## src/rtl/alu_exec_ctrl.sv

```systemverilog
`default_nettype none
// ============================================================================
// Module   : alu_exec_ctrl
// Brief    : Execution controller feeding the ALU/barrel-shifter stage; holds
//            an 8-entry register file and NZCV flags, conditional writeback.
// Revision : 1.0 - initial release
// ============================================================================
module alu_exec_ctrl #(
    parameter int NUM = 8
) (
    input  logic           clk,
    input  logic           reset,
    input  logic           in_valid,
    output logic           in_ready,
    input  logic [20:0]    instr,
    input  logic           ld_en,
    input  logic [2:0]     ld_addr,
    input  logic [NUM-1:0] ld_data,
    output logic [NUM-1:0] alu_rn,
    output logic [NUM-1:0] alu_rm,
    output logic [2:0]     alu_amt,
    output logic [1:0]     alu_opbarrel,
    output logic [1:0]     alu_control,
    input  logic [NUM-1:0] alu_rd,
    input  logic           alu_n,
    input  logic           alu_z,
    input  logic           alu_v,
    input  logic           alu_c,
    output logic           done,
    output logic           executed,
    output logic [NUM-1:0] result,
    output logic [3:0]     flags_nzcv,
    input  logic [2:0]     dbg_addr,
    output logic [NUM-1:0] dbg_data
);

    typedef enum logic [1:0] {
        S_IDLE = 2'd0,
        S_EXEC = 2'd1,
        S_WB   = 2'd2
    } state_t;

    state_t         r_state;
    state_t         w_state_nxt;

    logic [NUM-1:0] r_regs [0:7];
    logic [3:0]     r_flags;
    logic [3:0]     r_cap_flags;
    logic [NUM-1:0] r_res;
    logic           r_pass;
    logic [3:0]     r_cond;
    logic           r_s;
    logic [2:0]     r_rd;

    logic [NUM-1:0] r_alu_rn;
    logic [NUM-1:0] r_alu_rm;
    logic [2:0]     r_alu_amt;
    logic [1:0]     r_alu_opbarrel;
    logic [1:0]     r_alu_control;

    logic           w_accept;
    logic           w_cond_pass;
    logic           w_n;
    logic           w_z;
    logic           w_c;
    logic           w_v;

    assign in_ready     = (r_state == S_IDLE) && !ld_en && !reset;
    assign w_accept     = in_valid && in_ready;
    assign done         = (r_state == S_WB);
    assign executed     = done && r_pass;
    assign result       = r_res;
    assign flags_nzcv   = r_flags;
    assign dbg_data     = r_regs[dbg_addr];
    assign alu_rn       = r_alu_rn;
    assign alu_rm       = r_alu_rm;
    assign alu_amt      = r_alu_amt;
    assign alu_opbarrel = r_alu_opbarrel;
    assign alu_control  = r_alu_control;

    assign {w_n, w_z, w_c, w_v} = r_flags;

    // Condition is judged against the flags as they stood before this instruction.
    always_comb begin
        w_cond_pass = 1'b0;
        case (r_cond)
            4'h0:    w_cond_pass = w_z;
            4'h1:    w_cond_pass = !w_z;
            4'h2:    w_cond_pass = w_c;
            4'h3:    w_cond_pass = !w_c;
            4'h4:    w_cond_pass = w_c && !w_z;
            4'h5:    w_cond_pass = !w_c || w_z;
            4'h6:    w_cond_pass = (w_n == w_v);
            4'h7:    w_cond_pass = (w_n != w_v);
            4'h8:    w_cond_pass = !w_z && (w_n == w_v);
            4'h9:    w_cond_pass = w_z || (w_n != w_v);
            4'hA:    w_cond_pass = w_n;
            4'hB:    w_cond_pass = !w_n;
            4'hC:    w_cond_pass = w_v;
            4'hD:    w_cond_pass = !w_v;
            4'hE:    w_cond_pass = 1'b1;
            default: w_cond_pass = 1'b0;
        endcase
    end

    always_comb begin
        w_state_nxt = r_state;
        case (r_state)
            S_IDLE:  if (w_accept) w_state_nxt = S_EXEC;
            S_EXEC:  w_state_nxt = S_WB;
            S_WB:    w_state_nxt = S_IDLE;
            default: w_state_nxt = S_IDLE;
        endcase
    end

    always_ff @(posedge clk) begin
        if (reset) begin
            r_state        <= S_IDLE;
            for (int i = 0; i < 8; i++) r_regs[i] <= '0;
            r_flags        <= 4'b0000;
            r_cap_flags    <= 4'b0000;
            r_res          <= '0;
            r_pass         <= 1'b0;
            r_cond         <= 4'h0;
            r_s            <= 1'b0;
            r_rd           <= 3'd0;
            r_alu_rn       <= '0;
            r_alu_rm       <= '0;
            r_alu_amt      <= 3'd0;
            r_alu_opbarrel <= 2'd0;
            r_alu_control  <= 2'd0;
        end else begin
            r_state <= w_state_nxt;
            case (r_state)
                S_IDLE: begin
                    if (ld_en) begin
                        r_regs[ld_addr] <= ld_data;
                    end else if (w_accept) begin
                        // Operands are sampled here, so rd==rn/rm needs no forwarding.
                        r_cond         <= instr[20:17];
                        r_s            <= instr[16];
                        r_alu_control  <= instr[15:14];
                        r_alu_opbarrel <= instr[13:12];
                        r_alu_amt      <= instr[11:9];
                        r_rd           <= instr[8:6];
                        r_alu_rn       <= r_regs[instr[5:3]];
                        r_alu_rm       <= r_regs[instr[2:0]];
                    end
                end
                S_EXEC: begin
                    r_res       <= alu_rd;
                    r_cap_flags <= {alu_n, alu_z, alu_c, alu_v};
                    r_pass      <= w_cond_pass;
                end
                S_WB: begin
                    if (r_pass) begin
                        r_regs[r_rd] <= r_res;
                        if (r_s) r_flags <= r_cap_flags;
                    end
                end
                default: ;
            endcase
        end
    end

endmodule
`default_nettype wire
```

## config.mk

```make
export PLATFORM = sky130hd
export DESIGN_NAME = alu_exec_ctrl
export DESIGN_NICKNAME = d
export VERILOG_FILES = /design/src/rtl/alu_exec_ctrl.sv
export SDC_FILE = /design/constraint.sdc
export NUM_CORES = 1
export LEC_CHECK = 0
export ABC_AREA = 1
export BUFFER_PORTS_ARGS = -buffer_cell sky130_fd_sc_hd__buf_2
export CAP_MARGIN = 25
export CORE_MARGIN = 3
export CORE_UTILIZATION = 40
export DETAILED_ROUTE_END_ITERATION = 10
export PLACE_DENSITY = 0.6
export SYNTH_ARGS = -nofsm -noshare
export SYNTH_HDL_FRONTEND = slang
export SYNTH_SLANG_ARGS = --single-unit
```

## constraint.sdc

```tcl
create_clock -name clk -period 3.2 [get_ports clk]
set_input_delay 0.48 -clock clk [delete_from_list [all_inputs] [get_ports clk]]
set_output_delay 0.48 -clock clk [all_outputs]
set_load 0.1 [all_outputs]
```

==> reports/qor.txt, run 1 <==
CTS Buf Count = 17
Post-synthesis instance area = 5993 um^2
Reg clk slew, reported paths = 0.05 ns
ANT cells = 0
Initial DRT Pass Iterations = 5
Synth warn = 0
Rel. slew slack = 0.3704
Die W = 128.4 um
Max Cap Viol = 0
GRT Total Usage = 0.2044
Via density = 5.390
Synth top area share = 0.3207
Pwr Density = 571.0 nW/um^2
Routed WL = 16,920 um
Top-count cell post-synth = nor2_1
Min-Delay Path Depth = 3
Fmax = 369.2 MHz
Cell count of the worst reg-to-reg path = 10
Reg2reg setup slack = 0.96 ns
DR DRC count = 0
Worst Skew = 0.01227 ns
Die H = 128.4 um
Vias in the first global route = 4,944
DRT antenna net count = 0
Count of cell types in the netlist = 30
Antenna violations before repair = 0
Final Cycle Share = 0.8465
Seq cells post-synth = 114
Die Area = 16,490 um^2
RSZ-0062 raised after global routing = no
TritonCTS clock tree = yes
Layout cells sized above 1 = 0.2100
Post-synth top cells = nor2_1 (115), o21ai_0 (106), nand2_1 (104)
Skew-Pair Late Insertion Delay = 0.42 ns
Initial Util = 0.4108
Most frequent CP cell = buf_2
Final slew viol count = 0
CP Capture Type = primary output
HPWL after DPL = 12,470 um
Hold path startpoint = instr[19]
Routed WL per cell = 16.48 um
Setup TNS = 0 ns
Setup crit start kind = input port
Leakage = 0.003068 uW
Worst slew pin tran = 0.9445 ns
Top Ports = 97
Ys async rst share = 0
Number of port buffers = 96
Fin. Hold Viols = 0
Slowest-stage cell, CP = buf_2
CP Class = input port to primary output
CP cell instances = buf_2 > o21ai_0 > o21ai_1 > nor2_1 > a31oi_2 > buf_2
Synth-to-Final Area Change = 19.62%
Post-route minimum period = 2.709 ns
Worst r2r src = r_state[1]
# setup viols final = 0
Layout Nets = 882
GP Congestion = 0.8870
Hold Path Sink = r_cond[2]
First-pass GRT wire length = 26,410 um
Setup Buffers After CTS = 0
Post-synthesis sequential area ratio = 0.4877
Worst EP required = 2.72 ns
Number of H-tree levels = 4
Post-Syn Instances = 756
Status = finished clean
Post-synth EDFFs = 64
FP Rows = 44
PostCTS Resize Cnt = 0
Worst hold-check path type = input port to flop
Vias = 5,536
Max VDD drop = 0.0003472 V
Ranking of synthesized cells by area = edfxtp_1 (32%), dfxtp_1 (17%), o21ai_0 (8.9%), a21oi_1 (8.4%), nor2_1 (7.2%)
Mean area per synthesized cell = 7.928 um^2
Largest area contributor in the netlist = edfxtp_1
CORE AREA = 14,590 um^2
Drt initial violations = 540
Crit-path max cell delay = 0.62 ns
Largest net degree at the start of global routing = 65
Net Count, Synth = 807
Setup crit start = dbg_addr[0]
Gr ovfl total = 0
Hold Slack = 0.2638 ns
Hold-fix buffers, CTS = 0
CP Data Arrival Time = 2.23 ns
Max Fanout on Critical Path = 57
CTS root buf = clkbuf_16
Main synth FF type = edfxtp_1
Clock net sink count = 114
Reg-to-Reg End = r_regs[1][7]
CTS Buffer Depth = 2
## critical path, delay by kind of cell
kind	cells	cell delay (ns)
buf+inv	2	1.08
compound gates	3	0.57
simple gates	1	0.06
## cell type report
| type | count | area, um^2 |
|---|---|---|
| fill | 1393 | 7420 |
| sequential | 114 | 2923 |
| clock inverter | 8 | 48.80 |
| tap | 184 | 230.2 |
| clock buffer | 23 | 510.5 |
| inverter | 56 | 211.5 |
| multi-input combinational | 539 | 2713 |
| timing repair buffer | 103 | 533.0 |
## cells by family after synthesis
logic type,after synthesis,share of synthesized area
AO/OA/AOI/OAI,283,0.2524
AND/OR/NAND/NOR,248,0.1785
flip-flops,114,0.4877
buffers and inverters,103,0.06806
multiplexers,8,0.01336
## report_power, final
part           leakage, uW  switching [uW]  internal [uW]
logic              0.00172             516            149
clock network     0.000283             649           1110
registers          0.00106            49.0           1620
total              0.00307            1210           2880
## layer usage
layer,share of wire,track usage,wire [um]
met1,0.48,0.2998,8132
met3,0.057,0.04151,964
met5,0,0,0
met4,0.0098,0.05993,166
met2,0.45,0.3059,7657
## cells in the final DEF (no fill, tap or decap), types with 3 or more instances in the layout
master | netlist | routed
nor2_4 | 5 | 5
buf_4 | 0 | 7
a31oi_2 | 1 | 9
nand2_4 | 5 | 5
o31ai_1 | 5 | 5
o21ai_0 | 106 | 106
edfxtp_1 | 64 | 64
clkbuf_16 | 0 | 19
o22ai_1 | 13 | 13
buf_2 | 7 | 96
clkinv_2 | 1 | 6
nand2_1 | 104 | 104
nand2_2 | 5 | 5
mux2i_1 | 8 | 8
nand3_1 | 8 | 8
inv_2 | 11 | 11
or2_2 | 3 | 3
nor2_1 | 115 | 115
inv_1 | 44 | 44
dfxtp_1 | 50 | 50
o21ai_1 | 34 | 34
o211ai_1 | 12 | 12
a21oi_1 | 100 | 100
## state kept, by name, summed over array words and instances (netlist names)
signal        cells
alu_rn            8
alu_amt           3
alu_control       2
r_rd              3
alu_rm            8
r_cap_flags       4
flags_nzcv        4
alu_opbarrel      2
r_state           2
r_cond            4
r_regs           64
result            8
r_pass            1
r_s               1
## worst max-delay path by stage
| stage | slack [ns] | endpoint |
|---|---|---|
| floorplan | 0.52 | dbg_data[0] |
| global placement | 0.55 | dbg_data[6] |
| detailed placement | 0.51 | dbg_data[6] |
| CTS | 0.51 | dbg_data[6] |
| global route | 0.31 | dbg_data[6] |
| finish | 0.49 | dbg_data[6] |
## per-stage QoR
stage	std cells	total power [uW]	cell area (um^2)	util	setup slack (ns)
6_report	1027	4093	7169	0.4914	0.4911
5_1_grt	1027	4247	7169	0.4914	0.3054
3_3_place_gp	996	2348	6610	0.4531	0.5528
4_1_cts	1027	4111	7169	0.4914	0.5113
2_1_floorplan	756	2196	6043	-	0.5191
3_5_place_dp	996	2358	6610	0.4531	0.5102
Note: power is estimated with default switching activity, not from simulation.
==> inputs of run 2 (changes only) <==
--- a/config.mk
+++ b/config.mk
@@ -5,7 +5,7 @@
 export SDC_FILE = /design/constraint.sdc
 export NUM_CORES = 1
 export LEC_CHECK = 0
-export ABC_AREA = 1
+export ABC_AREA = 0
 export BUFFER_PORTS_ARGS = -buffer_cell sky130_fd_sc_hd__buf_2
 export CAP_MARGIN = 25
 export CORE_MARGIN = 3
==> constraint.sdc (replaced) <==
create_clock -name clk -period 2.7 [get_ports clk]
set_input_delay 0.405 -clock clk [delete_from_list [all_inputs] [get_ports clk]]
set_output_delay 0.405 -clock clk [all_outputs]
set_load 0.1 [all_outputs]
==> reports/qor.txt, run 2 <==
Multi-input gate area = 2674 um^2 (-1.4%)
Max VDD drop = 0.0004650 V (+34%)
Leakage = 0.002714 uW (-12%)
Gr ovfl total = 0 (unchanged)
TritonCTS clock tree = yes
CTS root buf = clkbuf_16
PostCTS Resize Cnt = 0 (unchanged)
Commonest cells after routing, fill and taps aside = buf_2 (96), nor2_1 (87), edfxtp_1 (64)
Worst hold-check path type = input port to flop
Number of port buffers = 96 (unchanged)
Status = finished clean
Most flop-heavy register = r_regs
Worst path buffer plus inverter count = 1 (-1)
Layout cells sized above 1 = 0.3563 (+0.1463)
Drt initial violations = 330 (-39%)
Pwr Density = 708.9 nW/um^2 (+24%)
Synth top area share = 0.3336 (+0.01288)
Crit-path max cell delay = 0.49 ns (-0.13 ns)
GP Congestion = 0.8679 (-2.2%)
Max Fanout on Critical Path = 3 (-95%)
Synth warn = 0 (unchanged)
Worst EP required = 2.30 ns (-0.42 ns)
Post-synthesis sequential area ratio = 0.5073 (+0.01959)
Number of H-tree levels = 4 (unchanged)
CP Capture Type = primary output
Antenna violations before repair = 0 (unchanged)
Reg-to-Reg End = r_regs[5][4]
Initial DRT Pass Iterations = 5 (unchanged)
Fin. Hold Viols = 0 (unchanged)
Final slew viol count = 0 (unchanged)
Via density = 5.417 (+0.49%)
CP cell instances = mux4_2 > mux2_2 > buf_2
Max FFs per register = 64 (unchanged)
Seq cells post-synth = 114 (unchanged)
Clock net sink count = 114 (unchanged)
Vias = 4,198 (-24%)
Largest family of logic cells by synthesized area = multiplexers
Post-Syn Instances = 485 (-36%)
Slowest-stage cell, CP = mux4_2
CTS Buffer Depth = 2 (unchanged)
# setup viols final = 0 (unchanged)
Worst Skew = 0.007421 ns (-0.004844 ns)
Hold Slack = 0.1855 ns (-0.07835 ns)
Initial Util = 0.4119 (+0.001090)
HPWL after DPL = 10,390 um (-17%)
CP Class = flop to primary output
Hold Path Sink = alu_opbarrel[0]
FP Rows = 43 (-2.3%)
Ranking of synthesized cells by area = edfxtp_1 (33%), mux4_2 (19%), dfxtp_1 (17%), nor2_1 (5.7%), mux2i_1 (4.5%)
Routed WL per cell = 18.72 um (+14%)
Max Cap Viol = 0 (unchanged)
Top Ports = 97 (unchanged)
Main synth FF type = edfxtp_1
Vias in the first global route = 4,208 (-15%)
Reg clk slew, reported paths = 0.06 ns (about the same)
Skew-Pair Late Insertion Delay = 0.42 ns (about the same)
Die H = 126.0 um (-1.9%)
Post-synthesis adder-cell area fraction = 0 (unchanged)
Worst r2r src = r_state[1]
Fmax = 424.5 MHz
Min-Delay Path Depth = 3 (unchanged)
Setup TNS = 0 ns (unchanged)
ANT cells = 0 (unchanged)
DRT antenna net count = 0 (unchanged)
CP Data Arrival Time = 1.95 ns (-0.28 ns)
Filler Cells Inserted = 1,257 (-9.8%)
Count of cell types in the netlist = 37 (+23%)
Rel. slew slack = 0.5861 (+0.2157)
First-pass GRT wire length = 23,060 um (-13%)
Worst path top cell family by delay = multiplexers
Post-synthesis instance area = 5762 um^2 (-3.9%)
Setup crit start kind = flop
Largest area contributor in the netlist = edfxtp_1
Worst slew pin tran = 0.6208 ns (-0.3236 ns)
Layout Nets = 633 (-28%)
Synth-to-Final Area Change = 23.26%
GRT Total Usage = 0.1898 (-0.01458)
RSZ-0062 raised after global routing = no
Top-count cell post-synth = nor2_1
Mean area per synthesized cell = 11.88 um^2 (+50%)
Commonest non-fill, non-tap cell in the layout = buf_2
Simple-gate share of the synthesized area = 0.1392 (-0.03930)
Post-synth top cells = nor2_1 (87), edfxtp_1 (64), dfxtp_1 (50)
Ys async rst share = 0 (unchanged)
Net Count, Synth = 536 (-34%)
Hold path startpoint = instr[12]
Routed WL = 14,510 um (-14%)
Largest net degree at the start of global routing = 59 (-9.2%)
Die W = 126.0 um (-1.9%)
Final Cycle Share = 0.8725
Compound-gate portion of the synthesized area = 0.06493 (-0.1875)
Hold-fix buffers, CTS = 0 (unchanged)
Setup Buffers After CTS = 0 (unchanged)
XOR/XNOR Fraction of Synth Area = 0.001520 (+0.001520)
DR DRC count = 0 (unchanged)
CORE AREA = 13,990 um^2 (-4.1%)
Cell count of the worst reg-to-reg path = 5 (-5)
Post-synth EDFFs = 64 (unchanged)
Die Area = 15,880 um^2 (-3.7%)
Post-route minimum period = 2.356 ns
Reg area = 2923 um^2 (unchanged)
Reg2reg setup slack = 0.40 ns (-0.56 ns)
CTS Buf Count = 17 (unchanged)
Mux contribution to synthesized area = 0.2552 (+0.2418)
-- run 2: cell count changes in the layout (fill, tap and decap cells not counted), sizes merged, moves of 10 or more --
cell and change:
nor2 -35, nand2 -61, mux4 +48, a21oi -81, mux2i +20, o21ai -127
nand2b +22, a211oi +16, o211ai -10, o22ai -13, buf +13, inv -52
-- run 2: area by class of cell --
class / count / area share
clock buffer: 18 / 0.06184
clock inverter: 14 / 0.02625
inverter: 3 / 0.001586
multi-input combinational: 330 / 0.3765
sequential: 114 / 0.4116
tap: 180 / 0.03171
timing repair buffer: 116 / 0.09056
-- run 2: cell families after synthesis --
kind of cell | after synthesis
and+or+nand+nor | 183
DFF | 114
muxes | 85
AOI/OAI and AO/OA | 61
buffers and inverters | 41
xor gates and xnor gates | 1
-- run 2: per-stage QoR --
step	utilization	instances	total power [uW]	area, um^2	setup slack [ns]
2_1_floorplan	-	485	2541	5781	0.1888
3_3_place_gp	0.4630	743	2705	6476	0.3644
3_5_place_dp	0.4630	743	2712	6476	0.2946
4_1_cts	0.5077	775	5074	7102	0.3456
5_1_grt	0.5077	775	5197	7102	0.2441
6_report	0.5077	775	5034	7102	0.3441
-- run 2: tightest hold or removal path, delay by kind of cell --
| kind | cells | cell delay [ns] |
|---|---|---|
| simple gates | 1 | 0.04 |
| compound gates | 1 | 0.05 |
| buf+inv | 1 | 0.08 |
-- run 2: worst max-delay path by stage --
stage                      start             to  slack, ns  cells past startpoint
global placement           reset   r_regs[0][1]       0.36                      6
finish              r_regs[6][7]    dbg_data[7]       0.34                      3
detailed placement         reset   r_regs[0][2]       0.29                      6
floorplan             r_state[1]  flags_nzcv[0]       0.19                      6
CTS                 r_regs[6][1]    dbg_data[1]       0.35                      3
global route          r_state[1]   r_regs[0][1]       0.24                      5
-- run 2: where the power goes --
| part | internal (uW) | total (uW) | leakage [uW] | switching (uW) |
|---|---|---|---|---|
| clock network | 1560 | 2360 | 0.000287 | 802 |
| registers | 1910 | 1970 | 0.00108 | 59.6 |
| logic | 228 | 706 | 0.00135 | 478 |
| total | 3700 | 5030 | 0.00271 | 1340 |
-- run 2: per-layer routing --
layer / share of wire / track usage / up-vias
li1: - / - / 1990
met1: 0.43 / 0.2559 / 1991
met2: 0.47 / 0.2936 / 197
met3: 0.087 / 0.05216 / 20
met4: 0.018 / 0.07445 / 0
met5: 0 / 0 / -
